--- config.mk ---
export PLATFORM = sky130hd
export DESIGN_NAME = ishift_gen
export DESIGN_NICKNAME = d
export VERILOG_FILES = /design/src/rtl/ishift_gen.sv
export SDC_FILE = /design/constraint.sdc
export NUM_CORES = 1
export LEC_CHECK = 0
export CAP_MARGIN = 20
export CORE_AREA = 5 5 128 81
export CTS_BUF_LIST = sky130_fd_sc_hd__clkbuf_4 sky130_fd_sc_hd__clkbuf_8
export DETAILED_ROUTE_END_ITERATION = 10
export DIE_AREA = 0 0 133 86
export PLACE_DENSITY = 0.7
export SYNTH_ARGS = -nofsm -noshare
export SYNTH_HDL_FRONTEND = slang
export SYNTH_SLANG_ARGS = --single-unit
--- constraint.sdc ---
create_clock -name clk -period 4 [get_ports clk]
set_input_delay 1.2 -clock clk [delete_from_list [all_inputs] [get_ports clk]]
set_output_delay 1.2 -clock clk [all_outputs]
set_load 0.02 [all_outputs]
--- src/rtl/ishift_gen.sv ---
// Iterative shifter/rotator: moves CHUNK bits per cycle while at least CHUNK
// remain, then one bit per cycle. Supports LSR/LSL/ASR, full-width and 32-bit rotates.
module ishift_gen #(
    parameter int WIDTH = 32,
    parameter int CHUNK = 6,
    parameter int CW    = 7
) (
    input  logic             clk,
    input  logic             arstn,
    input  logic             go,
    input  logic             abort,
    input  logic [2:0]       fmt,
    input  logic [CW-1:0]    cnt,
    input  logic [WIDTH-1:0] a,
    output logic             busy,
    output logic             done,
    output logic             carry,
    output logic [WIDTH-1:0] y
);

    typedef enum logic [2:0] {
        OP_LSR   = 3'd0,
        OP_LSL   = 3'd1,
        OP_ASR   = 3'd2,
        OP_ROL   = 3'd3,
        OP_ROR   = 3'd4,
        OP_ROR32 = 3'd5
    } op_e;

    localparam logic [CW-1:0]    WIDTH_C  = CW'(WIDTH);
    localparam logic [CW-1:0]    CHUNK_C  = CW'(CHUNK);
    localparam logic [CW-1:0]    ONE_C    = CW'(1);
    localparam logic [CW-1:0]    ROT_MASK = CW'(WIDTH - 1);
    localparam logic [CW-1:0]    R32_MASK = CW'(31);
    localparam logic [WIDTH-1:0] LSB1     = WIDTH'(1);

    op_e              op_q, op_d, op_in;
    logic [WIDTH-1:0] y_q, y_d, a_ld;
    logic             carry_q, carry_d;
    logic             busy_q, busy_d;
    logic             done_q, done_d;
    logic [CW-1:0]    rem_q, rem_d;
    logic [CW-1:0]    n_eff, step;
    logic             big;
    logic [WIDTH:0]   step_res;

    // One step of amt bits; returns {bit shifted out last, new word}.
    function automatic logic [WIDTH:0] step_op(input logic [WIDTH-1:0] v, input op_e op,
                                               input int amt);
        logic [WIDTH-1:0] r;
        logic [31:0]      lo;
        logic             c;
        lo = v[31:0];
        r  = v >> amt;
        c  = |(v & (LSB1 << (amt - 1)));
        case (op)
            OP_LSL: begin
                r = v << amt;
                c = |(v & (LSB1 << (WIDTH - amt)));
            end
            OP_ROL: begin
                r = (v << amt) | (v >> (WIDTH - amt));
                c = |(v & (LSB1 << (WIDTH - amt)));
            end
            OP_ASR:   r = WIDTH'($signed(v) >>> amt);
            OP_ROR:   r = (v >> amt) | (v << (WIDTH - amt));
            OP_ROR32: begin
                r       = '0;
                r[31:0] = (lo >> amt) | (lo << (32 - amt));
            end
            default:  r = v >> amt;
        endcase
        return {c, r};
    endfunction

    // Handshake: go is taken on a rising edge only while busy is low; the caller
    // holds off while busy is high and collects y/carry when done pulses.
    always_comb begin
        op_in = (fmt > 3'd5) ? OP_LSR : op_e'(fmt);
        case (op_in)
            OP_ROL, OP_ROR: n_eff = cnt & ROT_MASK;
            OP_ROR32:       n_eff = cnt & R32_MASK;
            default:        n_eff = (cnt > WIDTH_C) ? WIDTH_C : cnt;
        endcase
        a_ld = a;
        if (op_in == OP_ROR32) begin
            a_ld       = '0;
            a_ld[31:0] = a[31:0];
        end
        big      = (rem_q >= CHUNK_C);
        step     = big ? CHUNK_C : ONE_C;
        step_res = big ? step_op(y_q, op_q, CHUNK) : step_op(y_q, op_q, 1);

        op_d    = op_q;
        y_d     = y_q;
        carry_d = carry_q;
        busy_d  = busy_q;
        rem_d   = rem_q;
        done_d  = 1'b0;

        if (busy_q) begin
            // Abort wins over a completion landing on the same edge.
            if (abort) begin
                busy_d = 1'b0;
                rem_d  = '0;
            end else begin
                y_d     = step_res[WIDTH-1:0];
                carry_d = step_res[WIDTH];
                rem_d   = rem_q - step;
                if (rem_q == step) begin
                    busy_d = 1'b0;
                    done_d = 1'b1;
                end
            end
        end else if (go) begin
            op_d    = op_in;
            y_d     = a_ld;
            carry_d = 1'b0;
            rem_d   = n_eff;
            busy_d  = (n_eff != '0);
            done_d  = (n_eff == '0);
        end
    end

    always_ff @(posedge clk or negedge arstn) begin
        if (!arstn) begin
            op_q    <= OP_LSR;
            y_q     <= '0;
            carry_q <= 1'b0;
            busy_q  <= 1'b0;
            done_q  <= 1'b0;
            rem_q   <= '0;
        end else begin
            op_q    <= op_d;
            y_q     <= y_d;
            carry_q <= carry_d;
            busy_q  <= busy_d;
            done_q  <= done_d;
            rem_q   <= rem_d;
        end
    end

    assign y     = y_q;
    assign carry = carry_q;
    assign busy  = busy_q;
    assign done  = done_q;

endmodule

; ---- After elaboration in Yosys (flattened, before gate mapping)
; Index checks and enable logic that the tools add are counted.
[word_totals]
ff_bits = 45
inputBits = 46
output_inout_bits = 35
word_cells = 62
[classes]
add_sub_neg = 1
magnitude_cmp = 3
eq_ne = 11
muxes = 26
bitwise = 5
reduce_logical = 9
[ops]
columns = operator, n
row1 = $pmux W32 S4, 2
row2 = $mux W32, 3
row3 = $mux W7, 5
row4 = $mux W33, 1
row5 = $or A26 B32 Y32, 1
row6 = $or A31 B32 Y32, 1
row7 = $or A32 B1 Y32, 1
row8 = $or A32 B6 Y32, 1
row9 = $mux W1, 13
row10 = $eq A3 B3 Y1 const B, 4
row11 = $eq A3 B2 Y1 const B, 3
row12 = $eq A7 B3 Y1, 1
row13 = $ge A7 B3 Y1 const B, 1
row14 = $gt A7 B6 Y1 const B, 1
row15 = $logic_not A7 Y1, 1
row16 = $reduce_bool A7 Y1, 1
row17 = $sub A7 B3 Y7, 1
row18 = $mux W3, 2
row19 = $ne A2 B2 Y1 const B, 2
row20 = $reduce_and A2 Y1, 2
row21 = $reduce_or A2 Y1, 2
row22 = $eq A3 B1 Y1 const B, 1
row23 = $gt A3 B3 Y1 const B, 1
row24 = $reduce_and A3 Y1, 1
row25 = other kinds (3), 3

; ---- Depth between registers and ports, before layout
; Gate-level depths: netlist of the first run.
[logic_depth]
ltp_word = 8
ltp_mapped = 12
mapped_depth_nobuf = 10

; ---- Least setup slack after synthesis of the first run
; No wires, ideal clock.
[synth_path]
path_type = register to register
from = register rem_q[4]
to = register rem_q[4]
setup_time_ns = 0.118
arrival_time_ns = 2.768
t_required_ns = 3.882
setup_slack_ns = 1.114
stages_incl_launch_ff = 13
path_buffers = 2
period_less_slack_ns = 2.886
path_cell_list = dfrtp_1 nor4_4 nand2_2 buf_6 inv_1 buf_2 ha_1 inv_1 fa_1 a211oi_1 o22ai_1 a22o_1 a21o_1
[synth_via]
elab_chain_len = 5
[synth_lines]
columns = element, line
row1 = start: declaration, 42  ; logic [CW-1:0] rem_q, rem_d;
row2 = start signal: assignment, 139  ; rem_q <= rem_d;
row3 = $ge A7 B3 Y1, 90  ; big = (rem_q >= CHUNK_C);
row4 = $mux W3, 91  ; step = big ? CHUNK_C : ONE_C;
row5 = $sub A7 B3 Y7 *, 109  ; rem_d = rem_q - step;
row6 = $mux W7 *, 103  ; if (abort) begin
row7 = $mux W7 *, 101  ; if (busy_q) begin
; Every way passes the cells marked *; elsewhere a longest branch is shown, timed or not.
; A chain may end at the register's enable or synchronous reset.

; ---- Worst setup path after layout of the first run
[layout_path]
from = register rem_q[3]
to = register rem_q[4]
; The elaborated chain is that of the path after synthesis.

==> results.json, run 1 <==
{
  "fin_crit_ns": 2.86,
  "clockBufferDepth": 2,
  "timing.final.crit_share": 0.715,
  "ff2ff_path_depth": 10,
  "drt_iter0_markers": 452,
  "muxShareOfSynthArea": 0.0354,
  "rows": 27,
  "pre_cts_slack_ns": 0.927,
  "crit_start": "rem_q[3]$_DFFE_PN0P_",
  "critPathCaptureType": "flop",
  "wirelength_um": 10900,
  "leakage_nw": 1.56,
  "synthArstFlopShare": 1.00,
  "worst_setup_path_start_kind": "flop",
  "path_buf_inv": 2,
  "timing.rr.end": "rem_q[4]$_DFFE_PN0P_",
  "die_area_um2": 11400,
  "die_w_um": 133,
  "clk_pin_slew_ns": 0.09,
  "crit_chain": "nor4_4 > nand2_2 > inv_1 > ha_1 > inv_1 > fa_1 > a211oi_1 > o22ai_1 > a22o_1 > a21o_1",
  "portBuffers": 80,
  "worstHoldStart": "rem_q[0]$_DFFE_PN0P_",
  "worst_slack_ns": 1.14,
  "dp_hpwl_um": 7960,
  "finalSetupViolCount": 0,
  "via_per_inst": 5.95,
  "synth.area.top_cells": "dfrtp_1, nor2_1, nor3_1",
  "grt_pass1_vias": 3161,
  "track_usage": 0.190,
  "coreArea_um2": 9020,
  "worstHoldPathCells": 1,
  "vias": 3233,
  "crit_type": "reg -> reg",
  "clock_latency_ns": 0.31,
  "clock-sinks": 45,
  "root_buffer": "clkbuf_8",
  "nNetsFinal": 476,
  "synth_edf_count": 0,
  "p_per_area_nw_per_um2": 892,
  "numCtsBuffers": 5,
  "gp_congestion": 0.902,
  "yosys.area.top_type_share": 0.366,
  "area_growth_pct": 32.2,
  "clock.fmax_mhz": 349,
  "timing.slew.headroom": 0.345,
  "synth_top_family_by_area": "compound AO/OA/AOI/OAI gates",
  "grt_max_degree": 52,
  "cts_tree": "done",
  "maxCapViolations": 0,
  "reg2reg_from": "rem_q[3]$_DFFE_PN0P_",
  "setup_tns_ns": 0,
  "synthFlopType": "dfrtp_1",
  "synth-xor-area-share": 0.00285,
  "crit_required_ns": 4.21,
  "crit_top_cell": "inv_1",
  "yosys.area_share.simple": 0.236,
  "grt_first_pass_wirelength_um": 17600,
  "rsz0062_at_grt": "false",
  "tightest_slew_ns": 0.983,
  "postCtsSetupRepairBufs": 0,
  "first_pass_iters": 5,
  "yosys.area_share.adder": 0.0187,
  "htreeDepth": 2,
  "hold_class": "reg -> reg",
  "io-pin-count": 81,
  "initial_core_util": 0.341,
  "syn-num-nets": 410,
  "synth_common_cells": "nor2_1, dfrtp_1, nor3_1",
  "synth_area_leader_cell": "dfrtp_1",
  "antenna_found_initial": 0,
  "wl_per_cell_um": 20.0,
  "drive_gt1_frac": 0.0679,
  "netlist_area_um2": 3080,
  "synth_compound_area_frac": 0.292,
  "yosys_warnings": 0,
  "cts_hold_buf": 0,
  "die_y_um": 86,
  "hold_violations": 0,
  "status": "completed",
  "synth.distinct_cells": 49,
  "final_max_slew_viol_count": 0,
  "ant_nets": 0,
  "fin_skew_ns": 0.00874,
  "synthCells": 360,
  "worstPathArrival_ns": 3.07,
  "crit_fanout": 4,
  "regToRegSetupSlack_ns": 1.14,
  "min_to": "rem_q[0]$_DFFE_PN0P_",
  "overflow": 0,
  "ys_ff_latch": 45,
  "slowest_stage": "a211oi_1",
  "ys_seq_area_frac": 0.366,
  "postCtsResizedCells": 0,
  "diodes": 0,
  "path_delay_family": "compound AO/OA/AOI/OAI gates",
  "whs_ns": 0.537,
  "cpPeakStageDelay_ns": 0.51,
  "drc_errors": 0,
  "synth_area_per_cell_um2": 8.54,
  "ir_drop_uv": 388,
  "synth.most_common_cell": "nor2_1"
}
## placed cells by master (no fill, tap or decap), types with 6 or more instances in the layout
master,synthesis,final
o22ai_1,10,10
clkdlybuf4s50_1,0,79
o21ai_0,13,13
a31oi_1,14,14
nor2_1,53,53
or3_1,10,10
dfrtp_1,45,45
a21oi_1,9,9
o211ai_1,8,8
buf_4,0,6
nand2b_1,11,11
mux2i_1,6,6
nor3_1,28,28
o31a_1,15,15
o22a_1,16,16
nand2_1,27,27
## worst max-delay path by stage
stage	cells after the start	slack [ns]	to
after global routing	10	0.90	rem_q[4]$_DFFE_PN0P_
after global placement	5	0.98	y[23]$_DFFE_PN0P_
after detailed placement	5	0.93	y[12]$_DFFE_PN0P_
after floorplan	12	1.11	rem_q[4]$_DFFE_PN0P_
final	10	1.14	rem_q[4]$_DFFE_PN0P_
after CTS	10	1.16	rem_q[4]$_DFFE_PN0P_
## sequential cells by signal, summed over array words and instances, names as in the netlist
register	count
done	1
y	32
rem_q	7
carry	1
busy	1
op_q	3
## metrics by stage
stage	area [um^2]	std cells	utilization	power, mW
finish	4070	543	0.451	3.63
global route	4070	543	0.451	3.88
CTS	4020	541	0.446	3.59
detailed placement	3930	533	0.436	3.29
global placement	3930	533	0.436	3.24
floorplan	3080	360	-	2.47
## area by class of cell
type	instances	area, um^2
Multi-Input combinational cell	282	1810
Clock buffer	5	68.8
Clock inverter	3	17.5
Timing Repair Buffer	88	888
Inverter	4	15.0
Tap cell	116	145
Sequential cell	45	1130
Fill cell	879	4950
## layer usage
metal | track usage | vias to the layer above | wire, um
met5 | 0 | - | 0
li1 | - | 1496 | -
met2 | 0.251 | 198 | 4140
met1 | 0.294 | 1526 | 5400
met3 | 0.0621 | 13 | 1230
met4 | 0.0358 | 0 | 111
## power breakdown
group / switching, mW / internal [mW] / leakage [nW]
registers: 0.384 / 0.663 / 0.535
logic: 1.23 / 1.06 / 0.982
clock network: 0.170 / 0.121 / 0.0439
total: 1.78 / 1.84 / 1.56
## cells by family (layout without fill, tap and decap cells)
| kind of cell | after synthesis | after routing |
|---|---|---|
| muxes | 8 | 8 |
| and+or+nand+nor | 150 | 150 |
| DFF | 45 | 45 |
| xor gates and xnor gates | 1 | 1 |
| AOI/OAI and AO/OA | 119 | 119 |
| buffers and inverters | 33 | 100 |
| adders and majority gates | 4 | 4 |
No activity file was read; power rests on OpenSTA's default activity.
==> inputs of run 2 (changes only) <==
==> constraint.sdc (replaced) <==
create_clock -name clk -period 2.9 [get_ports clk]
set_input_delay 0.87 -clock clk [delete_from_list [all_inputs] [get_ports clk]]
set_output_delay 0.87 -clock clk [all_outputs]
set_load 0.02 [all_outputs]
==> results.json, run 2 (same netlist as run 1, synthesis figures left out) <==
{
  "ant_nets": 0,
  "setup_tns_ns": 0,
  "grt_pass1_vias": 3122,
  "wirelength_um": 11200,
  "wl_per_cell_um": 20.3,
  "clk_pin_slew_ns": 0.10,
  "via_per_inst": 6.05,
  "rsz0062_at_grt": "false",
  "hold_violations": 0,
  "crit_required_ns": 3.11,
  "place_area_um2": 4020,
  "postCtsSetupRepairBufs": 0,
  "coreArea_um2": 9020,
  "cts_tree": "done",
  "vias": 3336,
  "postLayoutCellArea_um2": 4150,
  "timing.slew.headroom": 0.468,
  "track_usage": 0.189,
  "gp_congestion": 0.966,
  "regArea_um2": 1130,
  "fin_skew_ns": 0.00950,
  "crit_chain": "nor4_4 > nand2_2 > inv_1 > ha_1 > inv_1 > fa_1 > a211oi_1 > o22ai_1 > a22o_1 > a21o_1",
  "fin_crit_ns": 2.60,
  "diodes": 0,
  "nNetsFinal": 484,
  "ff2ff_path_depth": 10,
  "first_pass_iters": 6,
  "cts_hold_buf": 0,
  "critPathCaptureType": "flop",
  "crit_top_cell": "inv_1",
  "drive_gt1_frac": 0.0851,
  "die_area_um2": 11400,
  "crit_type": "reg -> reg",
  "p_per_area_nw_per_um2": 1270,
  "die_y_um": 86,
  "fill_cells": 838,
  "worst_setup_path_start_kind": "flop",
  "worstPathArrival_ns": 2.81,
  "htreeDepth": 2,
  "timing.final.crit_share": 0.898,
  "slowest_stage": "dfrtp_1",
  "die_w_um": 133,
  "antenna_found_initial": 0,
  "clock-sinks": 45,
  "numCtsBuffers": 5,
  "maxCapViolations": 0,
  "rows": 27,
  "postCtsResizedCells": 0,
  "io-pin-count": 81,
  "area_growth_pct": 35.1,
  "portBuffers": 80,
  "finalSetupViolCount": 0,
  "overflow": 0,
  "initial_core_util": 0.341,
  "largest_reg_flops": 32,
  "final_max_slew_viol_count": 0,
  "clockBufferDepth": 2,
  "crit_fanout": 6,
  "drc_errors": 0,
  "drt_iter0_markers": 400,
  "grt_max_degree": 46,
  "root_buffer": "clkbuf_8",
  "multiInputGateArea_um2": 1810,
  "hold_class": "in -> async",
  "most-common-layout-cells": "clkdlybuf4s50_1, nor2_1, dfrtp_1",
  "leakage_nw": 1.62,
  "dp_hpwl_um": 8330,
  "grt_first_pass_wirelength_um": 17400,
  "ir_drop_uv": 447,
  "final_common_cell": "clkdlybuf4s50_1",
  "tightest_slew_ns": 0.787,
  "clock_latency_ns": 0.31,
  "clock.fmax_mhz": 384,
  "cpPeakStageDelay_ns": 0.47,
  "status": "completed"
}
## run 2: changes by cell type in the layout (fill, tap and decap cells not counted), sizes merged
| cell | before | now |
|---|---|---|
| bufinv | 0 | 2 |
| clkinvlp | 1 | 0 |
| buf | 9 | 17 |
| clkinv | 2 | 1 |
## run 2: power by group
| part | internal, mW | switching (mW) |
|---|---|---|
| clock network | 0.343 | 0.234 |
| registers | 0.915 | 0.536 |
| logic | 1.50 | 1.75 |
## run 2: layout make-up
| type | instances | area share |
|---|---|---|
| inverters | 4 | 0.00361 |
| multi-input cells | 282 | 0.435 |
| well taps | 116 | 0.0349 |
| flip-flops and latches | 45 | 0.271 |
| repair buffers | 96 | 0.223 |
| clock inverters | 3 | 0.0157 |
| clock buffers | 5 | 0.0166 |
## run 2: metrics by stage
step / hold slack (ns) / setup slack, ns / utilization / cells / power, mW
2_1_floorplan: 0.479 / 0.0138 / - / 360 / 3.40
3_3_place_gp: 0.508 / 0.414 / 0.446 / 543 / 4.56
3_5_place_dp: 0.506 / 0.319 / 0.446 / 543 / 4.62
4_1_cts: 0.530 / 0.296 / 0.461 / 551 / 5.22
5_1_grt: 0.534 / 0.0657 / 0.461 / 551 / 5.58
6_report: 0.522 / 0.296 / 0.461 / 551 / 5.27
## run 2: final timing paths
check	end	start	slack, ns
max in group asynchronous	y[0]$_DFFE_PN0P_	arstn	2.15
hold reg to reg	rem_q[0]$_DFFE_PN0P_	rem_q[0]$_DFFE_PN0P_	0.53
min in group clk	rem_q[0]$_DFFE_PN0P_	rem_q[0]$_DFFE_PN0P_	0.53
hold / removal	y[15]$_DFFE_PN0P_	arstn	0.52
setup reg to reg	rem_q[4]$_DFFE_PN0P_	rem_q[4]$_DFFE_PN0P_	0.30
setup / recovery	rem_q[4]$_DFFE_PN0P_	rem_q[4]$_DFFE_PN0P_	0.30
## run 2: critical path, delay by kind of cell (launching register included)
kind                     cells  cell delay (ns)
AO/OA/AOI/OAI                4             0.81
adder cells (fa/ha/maj)      2             0.57
AND/OR/NAND/NOR              2             0.50
flip-flops                   1             0.47
buffers and inverters        2             0.15
## run 2: per-layer routing
layer / vias to the layer above / wire length (um) / track usage
met1: 1597 / 5390 / 0.295
met5: - / 0 / 0
met3: 22 / 1300 / 0.0610
met4: 0 / 123 / 0.0340
met2: 210 / 4390 / 0.248
li1: 1507 / - / -
==> inputs of run 3 (changes only) <==
--- a/config.mk
+++ b/config.mk
@@ -6,10 +6,10 @@
 export NUM_CORES = 1
 export LEC_CHECK = 0
 export CAP_MARGIN = 20
-export CORE_AREA = 5 5 128 81
+export CORE_AREA = 2 2 125 78
 export CTS_BUF_LIST = sky130_fd_sc_hd__clkbuf_4 sky130_fd_sc_hd__clkbuf_8
 export DETAILED_ROUTE_END_ITERATION = 10
-export DIE_AREA = 0 0 133 86
+export DIE_AREA = 0 0 127 80
 export PLACE_DENSITY = 0.7
 export SYNTH_ARGS = -nofsm -noshare
 export SYNTH_HDL_FRONTEND = slang
==> results.json, run 3 (same netlist as run 1, synthesis figures left out) <==
{
  "p_per_area_nw_per_um2": 1240,
  "cpPeakStageDelay_ns": 0.47,
  "tightest_slew_ns": 0.823,
  "worst_slack_ns": 0.213,
  "first_pass_iters": 5,
  "worst_setup_path_start_kind": "flop",
  "via_per_inst": 5.93,
  "nNetsFinal": 483,
  "power.share.clock": 0.087,
  "numCtsBuffers": 5,
  "maxCapViolations": 0,
  "vias": 3261,
  "pre_cts_slack_ns": 0.235,
  "critPathCaptureType": "flop",
  "crit_top_cell": "inv_1",
  "crit_type": "reg -> reg",
  "wirelength_um": 10700,
  "internal_power_mw": 2.62,
  "path_buf_inv": 2,
  "timing.slew.headroom": 0.450,
  "area_growth_pct": 33.8,
  "fin_crit_ns": 2.69,
  "grt_pass1_vias": 3146,
  "ant_nets": 0,
  "crit_chain": "nor4_4 > nand2_2 > inv_1 > ha_1 > inv_1 > fa_1 > a211oi_1 > o22ai_1 > a22o_1 > a21o_1",
  "leakage_nw": 1.60,
  "postCtsResizedCells": 0,
  "clock-sinks": 45,
  "clockBufferDepth": 2,
  "worstPathArrival_ns": 2.88,
  "coreArea_um2": 8990,
  "htreeDepth": 2,
  "largest_reg_flops": 32,
  "most-common-layout-cells": "clkdlybuf4s50_1, nor2_1, dfrtp_1",
  "setup_tns_ns": 0,
  "cts_hold_buf": 0,
  "status": "completed",
  "crit_fanout": 6,
  "die_area_um2": 10200,
  "wl_per_cell_um": 19.5,
  "clock_latency_ns": 0.30,
  "diodes": 0,
  "gp_congestion": 0.934,
  "drive_gt1_frac": 0.0829,
  "final_max_slew_viol_count": 0,
  "die_y_um": 80,
  "initial_core_util": 0.342,
  "rows": 27,
  "die_w_um": 127,
  "grt_max_degree": 46,
  "hold_violations": 0,
  "hold_class": "in -> async",
  "netSwitchingFraction": 0.485,
  "rsz0062_at_grt": "false",
  "crit_required_ns": 3.09,
  "drc_errors": 0,
  "clk_pin_slew_ns": 0.09,
  "io-pin-count": 81,
  "antenna_found_initial": 0,
  "combPwrFrac": 0.631,
  "cts_tree": "done",
  "fill_cells": 883,
  "fin_skew_ns": 0.00955,
  "finish.utilization": 0.458,
  "timing.final.crit_share": 0.927,
  "slowest_stage": "dfrtp_1",
  "root_buffer": "clkbuf_8",
  "ir_drop_uv": 469,
  "clock.fmax_mhz": 372,
  "finalSetupViolCount": 0,
  "power.switching_mw": 2.47,
  "dp_hpwl_um": 7960,
  "whs_ns": 0.529,
  "final_common_cell": "clkdlybuf4s50_1",
  "grt_first_pass_wirelength_um": 17300,
  "track_usage": 0.214,
  "path_delay_family": "compound AO/OA/AOI/OAI gates",
  "portBuffers": 80,
  "postCtsSetupRepairBufs": 0,
  "sequentialPowerShare": 0.282,
  "overflow": 0,
  "drt_iter0_markers": 432
}
-- run 3: cell count changes in the layout (fill, tap and decap cells not counted), sizes merged --
cell | previous run | this run
buf | 17 | 16
bufinv | 2 | 0
clkbuf | 5 | 7
-- run 3: final cells by class --
cell class              instances  area, um^2  share of cell area
inverters                       4        15.0             0.00365
clock buffers                   7        96.3              0.0234
well taps                     116         145              0.0353
clock inverters                 1        5.00             0.00122
multi-input cells             282        1810               0.439
flip-flops and latches         45        1130               0.274
repair buffers                 95         921               0.224
-- run 3: metrics by stage --
| step | power, mW | std cells | area, um^2 |
|---|---|---|---|
| 2_1_floorplan | 3.40 | 360 | 3080 |
| 3_3_place_gp | 4.52 | 542 | 4010 |
| 3_5_place_dp | 4.60 | 542 | 4010 |
| 4_1_cts | 5.04 | 550 | 4110 |
| 5_1_grt | 5.44 | 550 | 4110 |
| 6_report | 5.09 | 550 | 4110 |
-- run 3: worst reg2reg max path: stages, from the launching register on --
cell      delay (ns)
dfrtp_1         0.47
nor4_4          0.44
nand2_2         0.10
inv_1           0.10
ha_1            0.16
inv_1           0.05
fa_1            0.41
a211oi_1        0.33
o22ai_1         0.12
a22o_1          0.26
a21o_1          0.15
-- run 3: layer usage --
metal	vias up	global-route usage	wire length [um]
li1	1506	-	-
met1	1596	0.347	5620
met2	157	0.288	4150
met3	2	0.0489	960
met4	0	0.0242	13
met5	-	0	0
-- run 3: path summary, 6_finish.rpt --
kind | start | to | slack [ns] | depth (start not counted)
hold / removal | arstn | y[13]$_DFFE_PN0P_ | 0.53 | 2
setup reg to reg | rem_q[4]$_DFFE_PN0P_ | rem_q[4]$_DFFE_PN0P_ | 0.21 | 10
min in group clk | rem_q[0]$_DFFE_PN0P_ | rem_q[0]$_DFFE_PN0P_ | 0.53 | 1
hold reg to reg | rem_q[0]$_DFFE_PN0P_ | rem_q[0]$_DFFE_PN0P_ | 0.53 | 1
setup / recovery | rem_q[4]$_DFFE_PN0P_ | rem_q[4]$_DFFE_PN0P_ | 0.21 | 10
max in group asynchronous | arstn | y[0]$_DFFE_PN0P_ | 2.14 | 2
-- run 3: power by group through the flow --
stage | Sequential (mW) | Combinational, mW | Clock [mW]
global placement | 1.42 | 3.10 | 0
floorplan | 1.50 | 1.90 | 0
detailed placement | 1.42 | 3.18 | 0
CTS | 1.41 | 3.19 | 0.442
finish | 1.44 | 3.21 | 0.441
global route | 1.47 | 3.49 | 0.478
